### src/rtl/distribuidor_fifos.sv
// distribuidor_fifos: pops words from the principal FIFO and steers each one
// into the class FIFO selected by its two top bits. A single holding stage
// gives in-order delivery, and it honours per-class almost-full backpressure
// (head-of-line blocking). One push counter is kept per class.
module distribuidor_fifos #(
  parameter int DATA_W = 6,
  parameter int CNT_W  = 8
) (
  input  logic              CLK,
  input  logic              RESET_L,
  input  logic              FIFOP_EMPTY,
  input  logic [DATA_W-1:0] FIFOP_DATO,
  output logic              POPFIFOP,
  input  logic [3:0]        ALMOST_FULL,
  output logic [3:0]        PUSH,
  output logic [DATA_W-1:0] DATO_SALIDA,
  input  logic              CLEAR_CNT,
  output logic [CNT_W-1:0]  CUENTA0,
  output logic [CNT_W-1:0]  CUENTA1,
  output logic [CNT_W-1:0]  CUENTA2,
  output logic [CNT_W-1:0]  CUENTA3,
  output logic              IDLE
);

  // Holding-stage occupancy doubles as the controller state
  localparam logic [0:0] ST_VACIO = 1'b0;
  localparam logic [0:0] ST_LLENO = 1'b1;

  localparam logic [CNT_W-1:0] CNT_ONE = {{(CNT_W-1){1'b0}}, 1'b1};

  logic [0:0]        r_state;
  logic [DATA_W-1:0] r_hold;
  logic [3:0]        r_push;
  logic [DATA_W-1:0] r_dato;
  logic [CNT_W-1:0]  r_cnt [4];

  logic [1:0]        w_id;
  logic              w_fire;
  logic              w_pop;

  // Push when the held word's class has room; refill in the same cycle so a stream has no bubbles
  always_comb begin
    w_id   = r_hold[DATA_W-1:DATA_W-2];
    w_fire = (r_state == ST_LLENO) && !ALMOST_FULL[w_id];
    w_pop  = RESET_L && !FIFOP_EMPTY && ((r_state == ST_VACIO) || w_fire);
  end

  // Holding stage: capture the principal FIFO head on pop, stay full while blocked
  always_ff @(posedge CLK or negedge RESET_L) begin
    if (!RESET_L) begin
      r_state <= ST_VACIO;
      r_hold  <= '0;
    end else begin
      if (w_pop) begin
        r_hold <= FIFOP_DATO;
      end
      if (w_pop || ((r_state == ST_LLENO) && !w_fire)) begin
        r_state <= ST_LLENO;
      end else begin
        r_state <= ST_VACIO;
      end
    end
  end

  // Registered one-hot push strobe and the shared output word
  always_ff @(posedge CLK or negedge RESET_L) begin
    if (!RESET_L) begin
      r_push <= 4'b0000;
      r_dato <= '0;
    end else begin
      r_push <= w_fire ? (4'b0001 << w_id) : 4'b0000;
      if (w_fire) begin
        r_dato <= r_hold;
      end
    end
  end

  // Per-class push counters; clear wins over increment and wraparound is silent
  always_ff @(posedge CLK or negedge RESET_L) begin
    if (!RESET_L) begin
      for (int i = 0; i < 4; i++) begin
        r_cnt[i] <= '0;
      end
    end else begin
      for (int i = 0; i < 4; i++) begin
        if (CLEAR_CNT) begin
          r_cnt[i] <= '0;
        end else if (r_push[i]) begin
          r_cnt[i] <= r_cnt[i] + CNT_ONE;
        end
      end
    end
  end

  assign POPFIFOP    = w_pop;
  assign PUSH        = r_push;
  assign DATO_SALIDA = r_dato;
  assign CUENTA0     = r_cnt[0];
  assign CUENTA1     = r_cnt[1];
  assign CUENTA2     = r_cnt[2];
  assign CUENTA3     = r_cnt[3];
  assign IDLE        = (r_state == ST_VACIO) && FIFOP_EMPTY && (r_push == 4'b0000);

endmodule

### config.mk
export PLATFORM = sky130hd
export DESIGN_NAME = distribuidor_fifos
export DESIGN_NICKNAME = d
export VERILOG_FILES = /design/src/rtl/distribuidor_fifos.sv
export SDC_FILE = /design/constraint.sdc
export NUM_CORES = 1
export LEC_CHECK = 0
export CAP_MARGIN = 20
export CORE_ASPECT_RATIO = 0.6
export CORE_MARGIN = 3
export CORE_UTILIZATION = 54
export CTS_BUF_LIST = sky130_fd_sc_hd__clkbuf_4
export CTS_CLUSTER_DIAMETER = 60
export CTS_CLUSTER_SIZE = 24
export DETAILED_ROUTE_END_ITERATION = 6
export PLACE_DENSITY = 0.83
export SYNTH_ARGS = -nofsm -noshare
export SYNTH_HDL_FRONTEND = slang
export SYNTH_SLANG_ARGS = --single-unit
### constraint.sdc
create_clock -name CLK -period 3 [get_ports CLK]
set_input_delay 0.45 -clock CLK [delete_from_list [all_inputs] [get_ports CLK]]
set_output_delay 0.45 -clock CLK [all_outputs]
set_load 0.05 [all_outputs]
==> reports/summary.txt, run 1 <==
CTS root buf: clkbuf_4
Yosys Warn Count: 0
FF/Latch Area: 1226 sq um
GP Congestion: 0.8687
Synth top area share: 55.03%
post-synthesis cell count: 203
actual slew at the worst max-slew pin: 0.6037 ns
Syn Nets: 221
grt total ovfl: 0
via count: 1,745
mux share of post-synthesis cell area: 9.321%
Remaining DRCs: 0
share of flip-flops with an asynchronous set or reset: 100.0%
DPL Wire Length: 3.368 mm
cts bufs inserted: 5
hold slack: 0.2089 ns
met3 GRT Util: 4.586%
top cells by area, synth: dfrtp_1 (55%), xor2_1 (4.7%), mux2_4 (4.0%), nor2_1 (3.4%), mux2_2 (3.0%)
ratio of cells with drive above 1 in the final layout: 9.962%
via/cell ratio: 5.666
Adder-Cell Fraction of Synth Area: 2.246%
postcts setup bufs: 0
final hold violations: 0
unrepaired setup endpoints after global routing: false
Routed WL per cell: 15.12 um
Die X: 88.93 um
Synth Area in XOR/XNOR: 6.289%
Worst EP arrival: 2.01 ns
First DRT Iteration DRCs: 73
clock sink count: 49
Slew Limit Headroom: 59.75%
H-tree depth: 2
Simple-Gate Fraction of Synth Area: 15.78%
Total Neg Setup Slack: 0 ns
startpoint types: register
drt pass-1 iters: 4
Yosys reg bits: 49
post_cts resized: 0
Die Y: 55.76 um
Worst Hold Class: input port to async pin
M1 GR Usage: 31.28%
Setup-failing EPs final: 0
Synth Flop Type: dfrtp_1
Post-Syn Area: 2228 sq um
largest family of logic cells by synthesized area: simple AND/OR/NAND/NOR gates
M2 GR Usage: 27.38%
Filler cells: 259
first-pass GRT wire length: 7.748 mm
GRT Util Overall: 19.88%
Starting Density: 58.53%
Reg clk slew, reported paths: 0.14 ns
Routed Antenna Nets: 0
Final nets: 279
most instantiated library cell after synthesis: dfrtp_1
total of max-cap violations: 0
clock buffer depth: 2
area leader, netlist: dfrtp_1
CP Data Required Time: 2.55 ns
Synth Area in Compound Gates: 8.647%
EDFF count, synth: 0
vias in the first global route: 1,612
initial antenna violation count: 0
Die Footprint: 4959 sq um
core area: 3807 sq um
FP Rows: 17
TritonCTS clock tree: built
Seq/Total Area, Yosys: 55.03%
final WL: 4.658 mm
Worst Reg2Reg Path Length in Cells: 3
largest net degree at the start of global routing: 50
number of port buffers: 57
min Tclk post-route: 2.456 ns
CP Capture Type: output pin
Setup CP Type: register to output pin
Max Clk Rate: 407.2 MHz
VDD IR max: 491.4 uV
multi-input logic area: 942.2 sq um
synth unique cells: 28
Commonest cells post-synth: dfrtp_1 (49), nor2_1 (20), a21oi_1 (13), o21ai_0 (12), xor2_1 (12)
Core Util, Final: 76.14%
Pleak: 1.211 nW
Clk Latency, worst-skew pair: 0.36 ns
final cycle utilization of the critical path: 81.87%
power density cells: 581.9 nW/um^2
total inserted antenna cells: 0
dpl ws: 0.5549 ns
Mean Syn Cell Area: 10.98 sq um
run status: completed
Area Overhead vs Synth: 30.10%
Most Crowded Layer GR: met1
final worst setup slack: 0.5439 ns
I/O Pins: 58
Final Skew: 0.01108 ns
Hold Buf Count CTS: 0
Max FO, Critical Path: 8
Slew Limit Fails: 0
final cells by class:
type	count	area share, %
sequential	49	42.30
timing repair buffer	59	20.72
clock buffer	6	1.554
inverter	6	0.7769
clock inverter	1	0.1295
multi-input combinational	140	32.50
tap	47	2.028
worst paths after layout:
check	from	endpoint	slack, ns
min in group CLK	RESET_L	r_state	0.50
max in group asynchronous	RESET_L	r_hold[5]	2.37
setup / recovery	PUSH[1]	IDLE	0.54
hold reg to reg	r_hold[2]	DATO_SALIDA[2]	0.52
hold / removal	RESET_L	CUENTA0[7]	0.21
setup reg to reg	r_hold[5]	r_hold[2]	1.26
layout by cell type, fill, tap and decap left out:
cell,n
clkdlybuf4s50_1,54
mux2i_1,5
buf_12,2
mux2_4,6
dfrtp_1,49
clkinv_1,1
or3_1,9
buf_2,1
o22ai_2,1
nor2b_1,1
xnor2_1,4
o21ai_0,12
nand2_1,11
ha_1,4
o31ai_1,3
inv_1,6
or4b_2,1
o22ai_1,1
nor3_1,5
a21oi_1,13
or4_1,3
nand2b_1,2
nand4_1,9
clkbuf_4,6
and2_1,1
xor2_1,12
buf_4,2
nor2_1,20
a221o_2,1
mux2_2,6
nand3_1,8
o211ai_1,2
cell families (layout without fill, tap and decap cells):
kind of cell,count (synthesis),in the layout
AO/OA/AOI/OAI,33,33
XOR/XNOR,16,16
adder cells (fa/ha/maj),4,4
buffers and inverters,14,72
flip-flops,49,49
multiplexers,17,17
AND/OR/NAND/NOR,70,70
critical path: stages, from the launching register on:
cell     delay [ns]
dfrtp_1        0.50
or4b_2         0.66
nor3_1         0.31
buf_12         0.19
through the flow:
stage	total power, mW	cell area, sq um	cells
final	1.687	2899	308
after global routing	1.767	2899	308
after CTS	1.693	2899	308
after detailed placement	1.408	2850	301
after global placement	1.403	2850	301
after floorplan	1.212	2228	203
where the power goes:
part	leakage, nW	total [mW]	internal [mW]	switching (mW)
clock	0.0292	0.292	0.0946	0.197
sequential	0.656	0.823	0.744	0.0790
combinational	0.527	0.572	0.240	0.332
flip-flops by register name, summed over array words and instances, names as in the netlist:
register and count:
CUENTA0 8, CUENTA1 8, CUENTA2 8, CUENTA3 8, DATO_SALIDA 6, r_hold 6
PUSH 4, r_state 1
layer usage:
| layer | up-vias | routed length (um) |
|---|---|---|
| li1 | 833 | - |
| met1 | 843 | 2349 |
| met2 | 59 | 1959 |
| met3 | 10 | 280 |
| met4 | 0 | 69 |
| met5 | - | 0 |
Power figures use the tool's default switching activity.
==> run 2: changes to the inputs <==
Settings changed: CORE_UTILIZATION 54 to 50, PLACE_DENSITY 0.83 to 0.78.
Clock period 3 ns to 2.55 ns, I/O delays scaled along.
==> run 2 against run 1 <==
Register-to-register slack got worse by 0.44 ns. Die area rose by 7.3%. Critical path depth rose by 1. Combinational power rose by 18%. Cell area rose by 2.6%. Critical endpoint is now POPFIFOP. Largest power group unchanged.
==> reports/summary.txt, run 2 (same netlist as run 1, synthesis figures left out) <==
run status: completed (unchanged)
drt pass-1 iters: 4 (unchanged)
Final Skew: 0.01126 ns (was 0.01108 ns)
Sw Ratio: 33.30% (was 36.06%)
r2r setup slk: 0.82 ns (was 1.26 ns)
CTS root buf: clkbuf_4 (unchanged)
Worst Reg2Reg Path Length in Cells: 3 (unchanged)
first-pass GRT wire length: 7.624 mm (was 7.748 mm)
I/O Pins: 58 (unchanged)
GP Congestion: 0.8061 (was 0.8687)
via count: 1,697 (was 1,745)
Routed Antenna Nets: 0 (unchanged)
Max Clk Rate: 430.1 MHz
total inserted antenna cells: 0 (unchanged)
startpoint types: register (unchanged)
CP Data Required Time: 2.17 ns (was 2.55 ns)
DPL Wire Length: 3.312 mm (was 3.368 mm)
VDD IR max: 741.6 uV (was 491.4 uV)
Slew Limit Headroom: 60.60% (was 59.75%)
Area Overhead vs Synth: 33.46% (was 30.10%)
Net Switching: 0.7298 mW (was 0.6083 mW)
final WL: 4.493 mm (was 4.658 mm)
post_cts resized: 0 (unchanged)
ratio of cells with drive above 1 in the final layout: 11.07% (was 9.962%)
power density cells: 737.0 nW/um^2 (was 581.9 nW/um^2)
First DRT Iteration DRCs: 69 (was 73)
final cycle utilization of the critical path: 91.17%
postcts setup bufs: 0 (unchanged)
CP Capture Type: output pin (unchanged)
Worst EP arrival: 1.94 ns (was 2.01 ns)
Die Y: 57.71 um (was 55.76 um)
Remaining DRCs: 0 (unchanged)
worst r2r src: r_hold[5] (unchanged)
TritonCTS clock tree: built (unchanged)
hold slack: 0.1113 ns (was 0.2089 ns)
Routed WL per cell: 13.95 um (was 15.12 um)
final hold violations: 0 (unchanged)
most frequent cells in the layout: clkdlybuf4s50_1 (54), dfrtp_1 (49), nor2_1 (20) (unchanged)
actual slew at the worst max-slew pin: 0.5909 ns (was 0.6037 ns)
total of max-cap violations: 0 (unchanged)
Clk Latency, worst-skew pair: 0.36 ns (about the same)
combinational power share: 30.9% (was 33.9%)
Setup-failing EPs final: 0 (unchanged)
cts bufs inserted: 5 (unchanged)
Power Total: 2.192 mW (was 1.687 mW)
Worst Hold Class: input port to async pin (unchanged)
Internal Power: 1.462 mW (was 1.079 mW)
clock buffer depth: 2 (unchanged)
clock share of power: 24.7% (was 17.3%)
number of port buffers: 57 (unchanged)
Final nets: 279 (unchanged)
H-tree depth: 2 (unchanged)
worst path cell trace: mux2_4, a221o_2, inv_1, buf_12 (was or4b_2, nor3_1, buf_12)
Max FO, Critical Path: 7 (was 8)
Setup CP Type: register to output pin (unchanged)
min Tclk post-route: 2.325 ns
GRT Util Overall: 18.28% (was 19.88%)
largest net degree at the start of global routing: 50 (unchanged)
max incr delay on CP: 0.52 ns (was 0.66 ns)
Starting Density: 53.20% (was 58.53%)
slowest cell on the critical path: dfrtp_1 (was or4b_2)
vias in the first global route: 1,626 (was 1,612)
commonest non-fill, non-tap cell in the layout: clkdlybuf4s50_1 (unchanged)
Die X: 92.19 um (was 88.93 um)
Total Neg Setup Slack: 0 ns (unchanged)
initial antenna violation count: 0 (unchanged)
Pleak: 1.241 nW (was 1.211 nW)
Hold Buf Count CTS: 0 (unchanged)
core area: 4189 sq um (was 3807 sq um)
unrepaired setup endpoints after global routing: false (unchanged)
Reg power frac: 44.4% (was 48.8%)
Die Footprint: 5320 sq um (was 4959 sq um)
R2R Path End: r_hold[3] (was r_hold[2])
clock sink count: 49 (unchanged)
Slew Limit Fails: 0 (unchanged)
FP Rows: 18 (was 17)
Reg clk slew, reported paths: 0.13 ns (was 0.14 ns)
grt total ovfl: 0 (unchanged)
via/cell ratio: 5.270 (was 5.666)
[run 2: cell count changes in the layout (fill, tap and decap cells not counted)]
| cell | change |
|---|---|
| bufinv_16 | +2 |
| clkbuf_4 | -1 |
| clkinv_1 | -1 |
| clkinv_2 | +1 |
| nor3_1 | -1 |
| nor3_2 | +1 |
[run 2: power by group through the flow]
stage / registers (mW) / logic (mW) / clock network, mW
6_report: 0.972 / 0.677 / 0.542
3_5_place_dp: 0.983 / 0.679 / 0
2_1_floorplan: 1.17 / 0.260 / 0
5_1_grt: 0.988 / 0.711 / 0.597
4_1_cts: 0.973 / 0.682 / 0.551
3_3_place_gp: 0.985 / 0.671 / 0
[run 2: worst max-delay path by stage]
stage / slack (ns) / start / depth (start not counted) / to
floorplan: 0.1 / PUSH[1] / 3 / IDLE
global placement: 0.34 / ALMOST_FULL[2] / 5 / POPFIFOP
detailed placement: 0.31 / ALMOST_FULL[2] / 5 / POPFIFOP
CTS: 0.20 / PUSH[1] / 3 / IDLE
global route: 0.13 / r_hold[5] / 4 / POPFIFOP
finish: 0.23 / r_hold[5] / 4 / POPFIFOP
[run 2: cell type report]
cell class,instances,area [sq um]
clock buffer,5,37.54
tap,60,75.07
inverter,6,22.52
multi-input combinational,140,947.2
timing repair buffer,59,600.6
fill,321,1215
clock inverter,3,65.06
sequential,49,1226
[run 2: worst max-delay path, delay by kind of cell (launching register included)]
| kind | cells | cell delay, ns |
|---|---|---|
| flops | 1 | 0.52 |
| compound gates | 1 | 0.44 |
| mux | 1 | 0.35 |
| buf+inv | 2 | 0.27 |
[run 2: stage by stage]
step	instances	instance area, sq um	utilization [%]	worst slack (ns)
2_1_floorplan	203	2233	-	0.09868
6_report	322	2974	71.00	0.2252
5_1_grt	322	2974	71.00	0.1278
3_3_place_gp	314	2872	68.55	0.3440
3_5_place_dp	314	2872	68.55	0.3129
4_1_cts	322	2974	71.00	0.2008
[run 2: metal layers]
metal / share of wire (%) / track usage, % / vias up
met2: 46 / 28.42 / 44
li1: - / - / 835
met4: 0.60 / 4.440 / 0
met5: 0 / 0 / -
met1: 48 / 25.87 / 813
met3: 5.5 / 5.058 / 5
